`config.mk`:
```
export PLATFORM = sky130hd
export DESIGN_NAME = ssd_scan_driver
export DESIGN_NICKNAME = d
export VERILOG_FILES = /design/src/rtl/ssd_scan_driver.sv
export SDC_FILE = /design/constraint.sdc
export NUM_CORES = 1
export LEC_CHECK = 0
export ABC_AREA = 1
export BUFFER_PORTS_ARGS = -buffer_cell sky130_fd_sc_hd__buf_2
export CORE_UTILIZATION = 54
export CTS_BUF_LIST = sky130_fd_sc_hd__clkbuf_4 sky130_fd_sc_hd__clkbuf_8 sky130_fd_sc_hd__clkbuf_16
export DETAILED_ROUTE_END_ITERATION = 16
export PLACE_DENSITY = 0.75
export SETUP_SLACK_MARGIN = 0.05
export SLEW_MARGIN = 0
export SYNTH_ARGS = -nofsm -noshare
export SYNTH_HDL_FRONTEND = slang
export SYNTH_SLANG_ARGS = --single-unit
export TNS_END_PERCENT = 30
```
`constraint.sdc`:
```
create_clock -name ClkPort -period 3.05 [get_ports ClkPort]
set_input_delay 0.305 -clock ClkPort [delete_from_list [all_inputs] [get_ports ClkPort]]
set_output_delay 0.305 -clock ClkPort [all_outputs]
set_load 0.03 [all_outputs]
```
`src/rtl/ssd_scan_driver.sv`:
```
// ssd_scan_driver
//   Multiplexed seven-segment scan driver for the Nexys A7 display bank.
//   It time-multiplexes NUM_DIGITS hex digits onto a shared cathode bus. Each
//   digit has its own enable and decimal point. The driver also provides
//   leading-zero blanking and PWM brightness control.
//   value, dp_in, digit_en and lz_blank are captured into shadow registers only
//   at a frame boundary. A frame is never drawn from two different input sets,
//   so the display does not tear.
//
// Ports
//   ClkPort     in   clock
//   Reset       in   asynchronous, active-high reset
//   value       in   4*NUM_DIGITS hex nibbles, digit 0 rightmost
//   dp_in       in   per-digit decimal point (1 = lit)
//   digit_en    in   per-digit enable (0 = blank)
//   lz_blank    in   1 = blank leading zero digits (digit 0 is never blanked)
//   brightness  in   PWM duty, on-fraction = (brightness+1)/2^BRIGHT_BITS
//   load        in   request commit of value/dp_in/digit_en/lz_blank
//   anodes      out  digit select, one-hot when a digit is driven
//   cathodes    out  {Ca,Cb,Cc,Cd,Ce,Cf,Cg,Dp}
//   frame_done  out  1-cycle pulse after the digit index wraps to 0
module ssd_scan_driver #(
  parameter int NUM_DIGITS   = 8,
  parameter int CLK_DIV_BITS = 18,
  parameter int BRIGHT_BITS  = 4,
  parameter bit ACTIVE_LOW   = 1'b1
) (
  input  logic                      ClkPort,
  input  logic                      Reset,
  input  logic [4*NUM_DIGITS-1:0]   value,
  input  logic [NUM_DIGITS-1:0]     dp_in,
  input  logic [NUM_DIGITS-1:0]     digit_en,
  input  logic                      lz_blank,
  input  logic [BRIGHT_BITS-1:0]    brightness,
  input  logic                      load,
  output logic [NUM_DIGITS-1:0]     anodes,
  output logic [7:0]                cathodes,
  output logic                      frame_done
);

  localparam int IDX_W = (NUM_DIGITS > 1) ? $clog2(NUM_DIGITS) : 1;
  localparam logic [IDX_W-1:0] LAST_IDX = IDX_W'(NUM_DIGITS - 1);
  localparam logic [CLK_DIV_BITS-1:0] PRESC_MAX = '1;
  // Inactive levels of the output pins.
  localparam logic [NUM_DIGITS-1:0] AN_OFF = {NUM_DIGITS{ACTIVE_LOW}};
  localparam logic [7:0]            CA_OFF = {8{ACTIVE_LOW}};

  genvar gi;

  logic [CLK_DIV_BITS-1:0]  presc_reg, presc_next;
  logic [IDX_W-1:0]         idx_reg, idx_next;
  logic                     load_pending_reg, load_pending_next;
  logic [4*NUM_DIGITS-1:0]  sh_value_reg;
  logic [NUM_DIGITS-1:0]    sh_dp_reg, sh_en_reg;
  logic                     sh_lz_reg;
  logic [NUM_DIGITS-1:0]    anodes_reg, anodes_next;
  logic [7:0]               cathodes_reg, cathodes_next;
  logic                     frame_done_reg;

  logic                     slot_end, frame_wrap, commit;
  logic [NUM_DIGITS-1:0]    lit;
  logic [7:0]               pat [NUM_DIGITS];
  logic [NUM_DIGITS:1]      zero_from;
  logic [7:0]               sel_pat;
  logic                     sel_lit;
  logic                     pwm_on;
  logic [BRIGHT_BITS-1:0]   slot_phase;
  logic [NUM_DIGITS-1:0]    onehot;

  // Active-high abcdefg pattern for one hex nibble.
  function automatic logic [6:0] seg7(input logic [3:0] nib);
    case (nib)
      4'h0: seg7 = 7'b1111110;
      4'h1: seg7 = 7'b0110000;
      4'h2: seg7 = 7'b1101101;
      4'h3: seg7 = 7'b1111001;
      4'h4: seg7 = 7'b0110011;
      4'h5: seg7 = 7'b1011011;
      4'h6: seg7 = 7'b1011111;
      4'h7: seg7 = 7'b1110000;
      4'h8: seg7 = 7'b1111111;
      4'h9: seg7 = 7'b1111011;
      4'hA: seg7 = 7'b1110111;
      4'hB: seg7 = 7'b0011111;
      4'hC: seg7 = 7'b1001110;
      4'hD: seg7 = 7'b0111101;
      4'hE: seg7 = 7'b1001111;
      default: seg7 = 7'b1000111;
    endcase
  endfunction

  assign slot_end   = (presc_reg == PRESC_MAX);
  assign frame_wrap = slot_end && (idx_reg == LAST_IDX);
  // A load arriving on the boundary cycle itself commits without waiting a frame.
  assign commit     = frame_wrap && (load_pending_reg || load);

  // Per-digit segment pattern and visibility from the shadow registers.
  // zero_from[i] = nibbles NUM_DIGITS-1 .. i are all zero.
  assign zero_from[NUM_DIGITS] = 1'b1;
  for (gi = 0; gi < NUM_DIGITS; gi++) begin : g_digit
    logic [3:0] nib;
    assign nib     = sh_value_reg[4*gi +: 4];
    assign pat[gi] = {seg7(nib), sh_dp_reg[gi]};
    if (gi == 0) begin : g_first
      assign lit[gi] = sh_en_reg[gi];
    end else begin : g_rest
      if (gi < NUM_DIGITS - 1) begin : g_mid
        assign zero_from[gi] = zero_from[gi+1] && (nib == 4'd0);
      end else begin : g_top
        assign zero_from[gi] = (nib == 4'd0);
      end
      assign lit[gi] = sh_en_reg[gi] && !(sh_lz_reg && zero_from[gi]);
    end
  end

  // Pick the current digit. Index values outside 0..NUM_DIGITS-1 match no
  // digit, so they leave the display blank.
  always_comb begin
    sel_pat = '0;
    sel_lit = 1'b0;
    for (int i = 0; i < NUM_DIGITS; i++) begin
      if (idx_reg == IDX_W'(i)) begin
        sel_pat = pat[i];
        sel_lit = lit[i];
      end
    end
  end

  assign slot_phase = presc_reg[CLK_DIV_BITS-1 -: BRIGHT_BITS];
  assign pwm_on     = (slot_phase <= brightness);
  assign onehot     = NUM_DIGITS'(1) << idx_reg;

  always_comb begin
    presc_next        = presc_reg + CLK_DIV_BITS'(1);
    idx_next          = idx_reg;
    load_pending_next = load_pending_reg | load;
    anodes_next       = AN_OFF;
    cathodes_next     = CA_OFF;
    if (slot_end) begin
      idx_next = (idx_reg == LAST_IDX) ? '0 : idx_reg + IDX_W'(1);
    end
    if (frame_wrap) begin
      load_pending_next = 1'b0;
    end
    if (sel_lit && pwm_on) begin
      anodes_next   = onehot ^ AN_OFF;
      cathodes_next = sel_pat ^ CA_OFF;
    end
  end

  always_ff @(posedge ClkPort or posedge Reset) begin
    if (Reset) begin
      presc_reg        <= '0;
      idx_reg          <= '0;
      load_pending_reg <= 1'b0;
      sh_value_reg     <= '0;
      sh_dp_reg        <= '0;
      sh_en_reg        <= '0;
      sh_lz_reg        <= 1'b0;
      anodes_reg       <= AN_OFF;
      cathodes_reg     <= CA_OFF;
      frame_done_reg   <= 1'b0;
    end else begin
      presc_reg        <= presc_next;
      idx_reg          <= idx_next;
      load_pending_reg <= load_pending_next;
      anodes_reg       <= anodes_next;
      cathodes_reg     <= cathodes_next;
      frame_done_reg   <= frame_wrap;
      if (commit) begin
        sh_value_reg <= value;
        sh_dp_reg    <= dp_in;
        sh_en_reg    <= digit_en;
        sh_lz_reg    <= lz_blank;
      end
    end
  end

  assign anodes     = anodes_reg;
  assign cathodes   = cathodes_reg;
  assign frame_done = frame_done_reg;

endmodule

```
==> flow_metrics.env, run 1 <==
export IMPL_vias_per_cell=5.477
export IMPL_routed_wl_um=13430
export IMPL_synth_async_reset_ratio_pct=100.0
export IMPL_cp_common_cell="nand3_1"
export IMPL_grt_overflow_total=0
export IMPL_gr_usage_all_layers_pct=24.99
export IMPL_wl_per_cell_um=14.50
export IMPL_combPwrFrac_pct=3.5
export IMPL_internal_power_uw=1492
export IMPL_drive_above_1_share_pct=21.50
export IMPL_grt_max_degree=36
export IMPL_synth_nets=827
export IMPL_vias=5072
export IMPL_fin_nets=888
export IMPL_pwr_density_cell_nw_per_um2=299.0
export IMPL_grt_pass1_wl_um=22400
export IMPL_worstPathRequired_ps=3350
export IMPL_min_path_type="input pin to flip-flop"
export IMPL_tightest_slew_ps=762.1
export IMPL_p_sw_uw=484.7
export IMPL_ant_nets=0
export IMPL_synth_enable_flop_cells=0
export IMPL_yosysUniqueCellTypes=42
export IMPL_fin_hold_ws_ps=138.0
export IMPL_finalClockSkew_ps=14.08
export IMPL_netlist_area_um2=5996
export IMPL_cp_slowest_stage_delay_ps=580
export IMPL_crit_family="simple AND/OR/NAND/NOR gates"
export IMPL_netlist_instances=720
export IMPL_die_x_um=107.4
export IMPL_avgSynthCellArea_um2=8.327
export IMPL_rsz0062_at_grt="no"
export IMPL_fmax_mhz=373.4
export IMPL_pwr_share_seq_pct=59.0
export IMPL_worstSkewPairLatency_ps=390
export IMPL_crit_arrival_ps=2980
export IMPL_hpwl_um=10260
export IMPL_ys_warn_count=0
export IMPL_rows=38
export IMPL_ios=73
export IMPL_cap_violations=0
export IMPL_relSlewSlack_pct=49.01
export IMPL_cts_buffers=9
export IMPL_grt_pass1_vias=4859
export IMPL_ir_drop_mv=0.2961
export IMPL_areaGrowthSynthToFinish_pct=10.29
export IMPL_cts_max_path_buffers=2
export IMPL_p_clk_share_pct=37.5
export IMPL_setup_viol=0
export IMPL_ys_seq_area_share_pct=37.06
export IMPL_coreArea_um2=10840
export IMPL_critPathSlowestCell="nor2_1"
export IMPL_first_iter_violations=449
export IMPL_switching_share_pct=24.52
export IMPL_io_buffers=72
export IMPL_period_needed_ps=2678
export IMPL_largest_reg_flops=32
export IMPL_synth_flop_cell="dfrtp_1"
export IMPL_tns_ps=0
export IMPL_leakage_uw=0.003233
export IMPL_period_share_pct=87.81
export IMPL_finalHoldViolCount=0
export IMPL_antenna_diode_count=0
export IMPL_cts_tree="yes"
export IMPL_drc=0
export IMPL_critPathBufInv=2
export IMPL_cts_htree_levels=3
export IMPL_cp_end_kind="flip-flop"
export IMPL_drv_slew=0
export IMPL_initial_core_util_pct=55.31
export IMPL_cts_root_buf="clkbuf_8"
export IMPL_fillCellCount=905
export IMPL_critPathKind="flip-flop to flip-flop"
export IMPL_path_max_fanout=11
export IMPL_antenna_found_initial=0
export IMPL_gp_congestion=0.8911
export IMPL_dieArea_um2=11530
export IMPL_worstPathCellList="inv_1 -> ha_1 -> inv_1 -> nor2_1 -> o21ai_0 -> o21ai_0 -> nand2_1 -> nand3_1 -> nand3_1 -> nand3_1 -> nand3_1 -> a21oi_1 -> nand3_1"
export IMPL_outcome="finished, final reports clean"
export IMPL_dieHeight_um=107.4
export IMPL_start_kind="flip-flop"
export IMPL_ys_seq_elements=88
export IMPL_clkSinkCount=88
export IMPL_dr_pass1_iters=5
export IMPL_cts_clk_slew_worst_paths_ps=100
[path summary, 6_finish.rpt]
kind	from	cells past startpoint	end	slack, ps
setup / recovery	idx_reg[1]	13	cathodes[1]	370
hold / removal	value[24]	2	sh_value_reg[24]	140
setup reg to reg	idx_reg[1]	13	cathodes[1]	370
hold reg to reg	presc_reg[0]	1	presc_reg[0]	460
max in group asynchronous	Reset	4	anodes[5]	1760
min in group asynchronous	Reset	3	presc_reg[3]	460
[cells in the final DEF, fill, tap and decap left out, drive strengths merged]
master       count
a211o            1
a211oi           4
a21oi           40
a221o            1
a311oi           1
a31oi            7
a32o             1
a32oi            1
and2             2
buf             76
clkbuf           9
clkinv          11
clkinvlp         1
dfrtp           72
dfstp           16
dlygate4sd3      1
ha              51
inv             79
mux2            49
nand2          150
nand3           78
nand4            5
nor2            33
nor3             3
nor3b            2
nor4             1
o2111ai          1
o211ai          17
o21ai           53
o311ai           1
o31ai            1
or2              3
xnor2            5
xor2            10
[routing by layer]
metal | part of all wire (%) | global-route usage (%)
met4 | 1.5 | 9.198
met2 | 48 | 42.35
met3 | 5.5 | 5.085
met1 | 45 | 31.46
met5 | 0 | 0
[cells in the mapped netlist, types with 2 or more instances]
library cell / count / area (um2)
a211oi_1: 4 / 30.03
a21oi_1: 40 / 200.2
a31oi_1: 7 / 43.79
and2_1: 2 / 12.51
buf_2: 6 / 30.03
buf_6: 3 / 33.78
clkbuf_1: 18 / 67.56
clkinv_1: 5 / 18.77
dfrtp_1: 72 / 1802
dfstp_2: 16 / 420.4
ha_1: 51 / 638.1
inv_1: 79 / 296.5
mux2_2: 39 / 439.2
mux2_4: 10 / 150.1
nand2_1: 148 / 555.5
nand2_2: 2 / 12.51
nand3_1: 75 / 375.4
nand3_2: 2 / 20.02
nand4_1: 5 / 31.28
nor2_1: 31 / 116.4
nor3_1: 2 / 10.01
o211ai_1: 17 / 127.6
o21ai_0: 51 / 255.2
o21ai_1: 2 / 10.01
or2_2: 3 / 18.77
xnor2_1: 5 / 43.79
xor2_1: 10 / 87.58
[cells by family after synthesis]
group                      after synthesis  share of synthesized area, %
AOI/OAI and AO/OA                      129                         12.31
xor gates and xnor gates                15                         2.191
adders and majority gates               51                         10.64
buffers and inverters                  111                         7.450
DFF                                     88                         37.06
muxes                                   49                         9.829
and+or+nand+nor                        277                         20.51
[power by group through the flow]
stage                     combinational [uW]  clock (uW)  sequential [uW]
after global placement                  67.1           0             1190
after floorplan                         23.2           0             1190
after detailed placement                70.6           0             1190
final                                   68.6         742             1170
after global routing                    79.7         816             1170
after CTS                               71.6         766             1170
[stage by stage]
| step | area [um2] | setup slack (ps) | utilization (%) | power, uW | std cells |
|---|---|---|---|---|---|
| after floorplan | 5996 | 492.9 | - | 1212 | 720 |
| after global placement | 6431 | 507.9 | 59.33 | 1256 | 909 |
| after detailed placement | 6431 | 470.7 | 59.33 | 1260 | 909 |
| after CTS | 6613 | 451.7 | 61.00 | 2005 | 926 |
| after global routing | 6613 | 70.77 | 61.00 | 2063 | 926 |
| final | 6613 | 371.9 | 61.00 | 1977 | 926 |
[layout make-up]
class | instances | area, um2 | share of cell area (%)
Timing Repair Buffer | 77 | 400.4 | 6.055
Tap cell | 140 | 175.2 | 2.649
Inverter | 84 | 316.6 | 4.787
Sequential cell | 88 | 2222 | 33.60
Clock buffer | 9 | 123.9 | 1.873
Clock inverter | 7 | 47.55 | 0.7190
Multi-Input combinational cell | 521 | 3327 | 50.31
[repair_timing]
item                                   in CTS  in global routing
endpoints found under the hold margin      19                  0
hold buffers                                1                  0
setup buffers                               0                  0
resized for setup                           0                  0
No activity file was read; power rests on OpenSTA's default activity.
==> inputs of run 2 (changes only) <==
ABC_AREA = default   (was 1)
ABC_CLOCK_PERIOD_IN_PS = 3050   (was default)
==> run 2 against run 1 <==
Effect of this change:
- routed wire length is 1.3% higher
- highest routed layer unchanged
- combinational power shrank 4.8%
- cell area is 1.7% higher
- critical path type unchanged
- sequential cell count did not move
- register-to-register slack gained 96 ps
- sequential power about the same
==> flow_metrics.env, run 2 <==
export IMPL_outcome="finished, final reports clean"
export IMPL_ios=73
export IMPL_cts_hold_buf=0
export IMPL_cap_violations=0
export IMPL_die_x_um=107.9
export IMPL_tns_ps=0
export IMPL_synth_async_reset_ratio_pct=100.0
export IMPL_synthTopCellsByCount="72 x dfrtp_1, 51 x ha_1, 49 x nand2_1, 44 x inv_1, 44 x mux2_2"
export IMPL_path_max_fanout=12
export IMPL_cts_root_buf="clkbuf_8"
export IMPL_fin_nets=775
export IMPL_areaGrowthSynthToFinish_pct=11.12
export IMPL_dieHeight_um=107.9
export IMPL_dpl_cell_area_um2=6520
export IMPL_antenna_diode_count=0
export IMPL_avgSynthCellArea_um2=9.968
export IMPL_relSlewSlack_pct=41.01
export IMPL_reg2reg_depth=9
export IMPL_yosysUniqueCellTypes=67
export IMPL_finalHoldViolCount=0
export IMPL_coreArea_um2=10890
export IMPL_synth_most_common_cell="dfrtp_1"
export IMPL_cp_end_kind="flip-flop"
export IMPL_rsz0062_at_grt="no"
export IMPL_io_buffers=72
export IMPL_final_cell_mix="72 x dfrtp_1, 72 x buf_2, 51 x ha_1"
export IMPL_routed_wl_um=13610
export IMPL_fmax_mhz=387.3
export IMPL_initial_core_util_pct=55.57
export IMPL_first_iter_violations=320
export IMPL_crit_arrival_ps=2880
export IMPL_grt_pass1_wl_um=22800
export IMPL_clkSinkCount=88
export IMPL_vias=4763
export IMPL_drc=0
export IMPL_ys_seq_area_share_pct=36.72
export IMPL_hpwl_um=10210
export IMPL_min_path_type="input pin to async pin"
export IMPL_fillCellCount=920
export IMPL_period_share_pct=84.66
export IMPL_setup_viol=0
export IMPL_fin_area_um2=6724
export IMPL_r2r_slack_ps=470
export IMPL_grt_pass1_vias=4708
export IMPL_wl_per_cell_um=16.74
export IMPL_netlist_area_um2=6051
export IMPL_r2r_start="idx_reg[0]"
export IMPL_drv_slew=0
export IMPL_start_kind="flip-flop"
export IMPL_synthTopCellsByArea="dfrtp_1 30%, ha_1 11%, mux2_2 8.2%, dfstp_2 6.9%, mux2i_1 3.3%"
export IMPL_cts_setup_buffers=0
export IMPL_cts_max_path_buffers=2
export IMPL_vias_per_cell=5.859
export IMPL_leakage_uw=0.002953
export IMPL_antenna_found_initial=0
export IMPL_grt_overflow_total=0
export IMPL_pwr_density_cell_nw_per_um2=311.4
export IMPL_r2r_end="cathodes[0]"
export IMPL_rows=38
export IMPL_ant_nets=0
export IMPL_yosys_area_top_type="dfrtp_1"
export IMPL_cts_htree_levels=3
export IMPL_grt_max_degree=54
export IMPL_gp_congestion=0.9213
export IMPL_ys_seq_elements=88
export IMPL_worstPathRequired_ps=3350
export IMPL_netlist_instances=607
export IMPL_finalWorstSetupSlack_ps=467.9
export IMPL_dp_slack_ps=507.4
export IMPL_cts_repair_resized=0
export IMPL_period_needed_ps=2582
export IMPL_worstSkewPairLatency_ps=390
export IMPL_cts_tree="yes"
export IMPL_tightest_slew_ps=884.8
export IMPL_synth_enable_flop_cells=0
export IMPL_ys_warn_count=0
export IMPL_cts_buffers=9
export IMPL_synth_flop_cell="dfrtp_1"
export IMPL_dieArea_um2=11630
export IMPL_ir_drop_mv=0.2980
export IMPL_gr_usage_all_layers_pct=25.43
export IMPL_finalClockSkew_ps=8.066
export IMPL_cts_clk_slew_worst_paths_ps=90
export IMPL_synth_nets=714
export IMPL_critPathKind="flip-flop to flip-flop"
export IMPL_largest_reg_flops=32
export IMPL_synth_top_cell_area_share_pct=29.78
export IMPL_dr_pass1_iters=5
export IMPL_drive_above_1_share_pct=26.75
run 2: stage by stage:
step	total power (uW)	std cells	util [%]	hold WS [ps]
finish	2094	813	61.76	61.96
CTS	2124	813	61.76	87.83
global placement	1254	797	59.88	433.9
detailed placement	1258	797	59.88	455.5
global route	2179	813	61.76	117.7
floorplan	1212	607	-	422.6
run 2: worst max-delay path by stage:
stage	to	cells past startpoint	startpoint	slack, ps
5_1_grt	cathodes[0]	9	idx_reg[0]	190
3_5_place_dp	cathodes[0]	9	idx_reg[0]	510
3_3_place_gp	cathodes[6]	8	idx_reg[0]	580
6_report	cathodes[0]	9	idx_reg[0]	470
4_1_cts	cathodes[0]	9	idx_reg[0]	490
2_1_floorplan	frame_done	1	Reset	490
run 2: per-layer routing:
metal / global-route usage, % / vias up / share of wire, %
li1: - / 2303 / -
met1: 32.96 / 2283 / 44
met2: 41.80 / 149 / 49
met3: 4.479 / 28 / 5.0
met4: 10.57 / 0 / 2.6
met5: 0 / - / 0
run 2: where the power goes:
part	total, uW	switching, uW	leakage, uW	internal [uW]
clock network	862	462	0.000102	399
logic	65.3	36.0	0.00170	29.3
registers	1170	0.00000000000000754	0.00116	1170
run 2: layout make-up:
| cell class | instances | area, um2 | area share, % |
|---|---|---|---|
| inverters | 44 | 166.4 | 2.475 |
| flip-flops and latches | 88 | 2222 | 33.05 |
| clock inverters | 6 | 72.57 | 1.079 |
| multi-input cells | 441 | 3506 | 52.14 |
| clock buffers | 10 | 131.4 | 1.954 |
| repair buffers | 84 | 450.4 | 6.699 |
| well taps | 140 | 175.2 | 2.605 |
run 2: kinds of logic (layout without fill, tap and decap cells):
| kind of cell | count (synthesis) | after routing | share of synthesized area [%] |
|---|---|---|---|
| and+or+nand+nor | 168 | 168 | 14.48 |
| xor gates and xnor gates | 16 | 16 | 2.316 |
| adders and majority gates | 51 | 51 | 10.55 |
| buffers and inverters | 78 | 144 | 5.335 |
| AOI/OAI and AO/OA | 124 | 124 | 14.27 |
| DFF | 88 | 88 | 36.72 |
| muxes | 82 | 82 | 16.34 |
run 2: worst max-delay path, stage by stage (launching register included):
cell and delay, ps:
dfrtp_1 410, inv_1 130, ha_1 440, inv_1 230
a311oi_1 370, o31ai_1 120, and4_1 180, nor3_1 280
buf_4 200, o311ai_0 140
==> inputs of run 3 (changes only) <==
ABC_AREA = 1   (was default)
ABC_CLOCK_PERIOD_IN_PS = 2600   (was 3050)
clock period = 2.6 ns   (was 3.05 ns; I/O delays follow)
==> run 3 against run 2 <==
Effect of this change:
- via count increased by 7.4%
- register-to-register slack got worse by 90 ps
- fmax increased by 16%
- global-route usage about the same
- critical path depth increased by 2
- worst setup slack got worse by 90 ps
- first-iteration DRC count increased by 14%
- clock skew increased by 6.6 ps
- cell area decreased by 0.24%
==> flow_metrics.env, run 3 (synthesis gave the netlist of run 1 again) <==
export IMPL_vias=5114
export IMPL_min_from="value[10]"
export IMPL_grt_pass1_vias=4950
export IMPL_hold_end="sh_value_reg[10]"
export IMPL_dieArea_um2=11530
export IMPL_ir_drop_mv=0.3544
export IMPL_wl_per_cell_um=14.53
export IMPL_cp_end_kind="flip-flop"
export IMPL_antenna_found_initial=0
export IMPL_dp_slack_ps=322.7
export IMPL_cts_buffers=9
export IMPL_first_iter_violations=364
export IMPL_outcome="finished, final reports clean"
export IMPL_cts_clk_slew_worst_paths_ps=90
export IMPL_ant_nets=0
export IMPL_mostFrequentLayoutCell="nand2_1"
export IMPL_cts_max_path_buffers=2
export IMPL_setup_viol=0
export IMPL_crit_family="simple AND/OR/NAND/NOR gates"
export IMPL_tightest_slew_ps=672.1
export IMPL_grt_overflow_total=0
export IMPL_rsz0062_at_grt="no"
export IMPL_critPathSlowestCell="dfrtp_1"
export IMPL_io_buffers=72
export IMPL_antenna_diode_count=0
export IMPL_drive_above_1_share_pct=22.35
export IMPL_rows=38
export IMPL_hold_depth=2
export IMPL_fin_nets=894
export IMPL_final_cell_mix="148 x nand2_1, 78 x inv_1, 75 x nand3_1"
export IMPL_critPathKind="flip-flop to flip-flop"
export IMPL_min_path_type="input pin to flip-flop"
export IMPL_tns_ps=0
export IMPL_areaGrowthSynthToFinish_pct=11.87
export IMPL_dpl_cell_area_um2=6501
export IMPL_start_kind="flip-flop"
export IMPL_period_needed_ps=2222
export IMPL_path_max_fanout=3
export IMPL_grt_pass1_wl_um=22890
export IMPL_cap_violations=0
export IMPL_worstSkewPairLatency_ps=390
export IMPL_ios=73
export IMPL_gr_usage_all_layers_pct=25.41
export IMPL_r2r_slack_ps=380
export IMPL_dr_pass1_iters=6
export IMPL_leakage_uw=0.003282
export IMPL_coreArea_um2=10840
export IMPL_cts_root_buf="clkbuf_8"
export IMPL_die_x_um=107.4
export IMPL_drc=0
export IMPL_finalClockSkew_ps=14.71
export IMPL_reg2reg_depth=11
export IMPL_r2r_end="frame_done"
export IMPL_grt_max_degree=51
export IMPL_largest_reg_flops=32
export IMPL_initial_core_util_pct=55.31
export IMPL_routed_wl_um=13540
export IMPL_drv_slew=0
export IMPL_r2r_start="presc_reg[0]"
export IMPL_worstPathCellList="ha_1 -> nand3_2 -> nor2_4 -> nand3_4 -> nor3b_2 -> nand3_1 -> nor2_1 -> nand2_1 -> nor4_1 -> buf_4 -> and2_1"
export IMPL_dieHeight_um=107.4
export IMPL_finalWorstSetupSlack_ps=378.0
export IMPL_cts_htree_levels=3
export IMPL_pwr_density_cell_nw_per_um2=351.8
export IMPL_vias_per_cell=5.487
export IMPL_fin_cells=932
export IMPL_period_share_pct=85.46
export IMPL_crit_arrival_ps=2540
export IMPL_hpwl_um=10250
export IMPL_gp_congestion=0.9359
export IMPL_clkSinkCount=88
export IMPL_relSlewSlack_pct=55.14
export IMPL_worstPathRequired_ps=2920
export IMPL_fin_area_um2=6708
export IMPL_cts_tree="yes"
export IMPL_finalHoldViolCount=0
export IMPL_fmax_mhz=450.0
export IMPL_placed_cells=915
export IMPL_cp_slowest_stage_delay_ps=390
export IMPL_critPathBufInv=1
==> run 3: worst max-delay path by stage <==
stage / startpoint / endpoint / slack, ps / depth (start not counted)
final: presc_reg[0] / frame_done / 380 / 11
after global routing: sh_value_reg[28] / anodes[1] / 100 / 16
after CTS: sh_value_reg[29] / anodes[1] / 290 / 16
after detailed placement: sh_value_reg[29] / cathodes[6] / 320 / 16
after global placement: sh_value_reg[29] / anodes[1] / 340 / 16
after floorplan: Reset / frame_done / 90 / 1
==> run 3: area by class of cell <==
class | count | area (um2)
Multi-Input combinational cell | 521 | 3334
Clock inverter | 4 | 30.03
Fill cell | 972 | 4133
Inverter | 84 | 316.6
Sequential cell | 88 | 2222
Tap cell | 140 | 175.2
Timing Repair Buffer | 83 | 470.5
Clock buffer | 12 | 158.9
==> run 3: layer usage <==
layer | global-route usage [%] | routed length, um | vias to the layer above
li1 | - | - | 2539
met1 | 32.46 | 6133 | 2395
met2 | 42.90 | 6488 | 155
met3 | 4.177 | 646 | 25
met4 | 10.08 | 273 | 0
met5 | 0 | 0 | -
==> run 3: what timing repair did <==
action,in CTS,in global routing
hold buffers,1,0
resized for setup,0,2
setup endpoints to repair,0,15
endpoints found under the hold margin,38,0
buffers inserted,0,0
==> run 3: stage by stage <==
step	hold slack (ps)	total power, uW	utilization (%)
6_report	96.27	2360	61.88
5_1_grt	87.41	2449	61.88
4_1_cts	82.98	2386	61.81
3_5_place_dp	379.1	1477	59.97
3_3_place_gp	360.8	1474	59.97
2_1_floorplan	408.5	1422	-
==> run 3: worst reg2reg max path, stage by stage, from the launching register on <==
cell     delay [ps]
dfrtp_1         390
ha_1            210
nand3_2         120
nor2_4          140
nand3_4         110
nor3b_2         230
nand3_1         140
nor2_1          110
nand2_1          90
nor4_1          300
buf_4           200
and2_1          130
==> run 3: power by group <==
| part | internal, uW | total, uW | switching [uW] |
|---|---|---|---|
| logic | 36.4 | 80.5 | 44.2 |
| registers | 1370 | 1370 | 0.0000000000000127 |
| clock network | 412 | 911 | 499 |
| total | 1820 | 2360 | 543 |
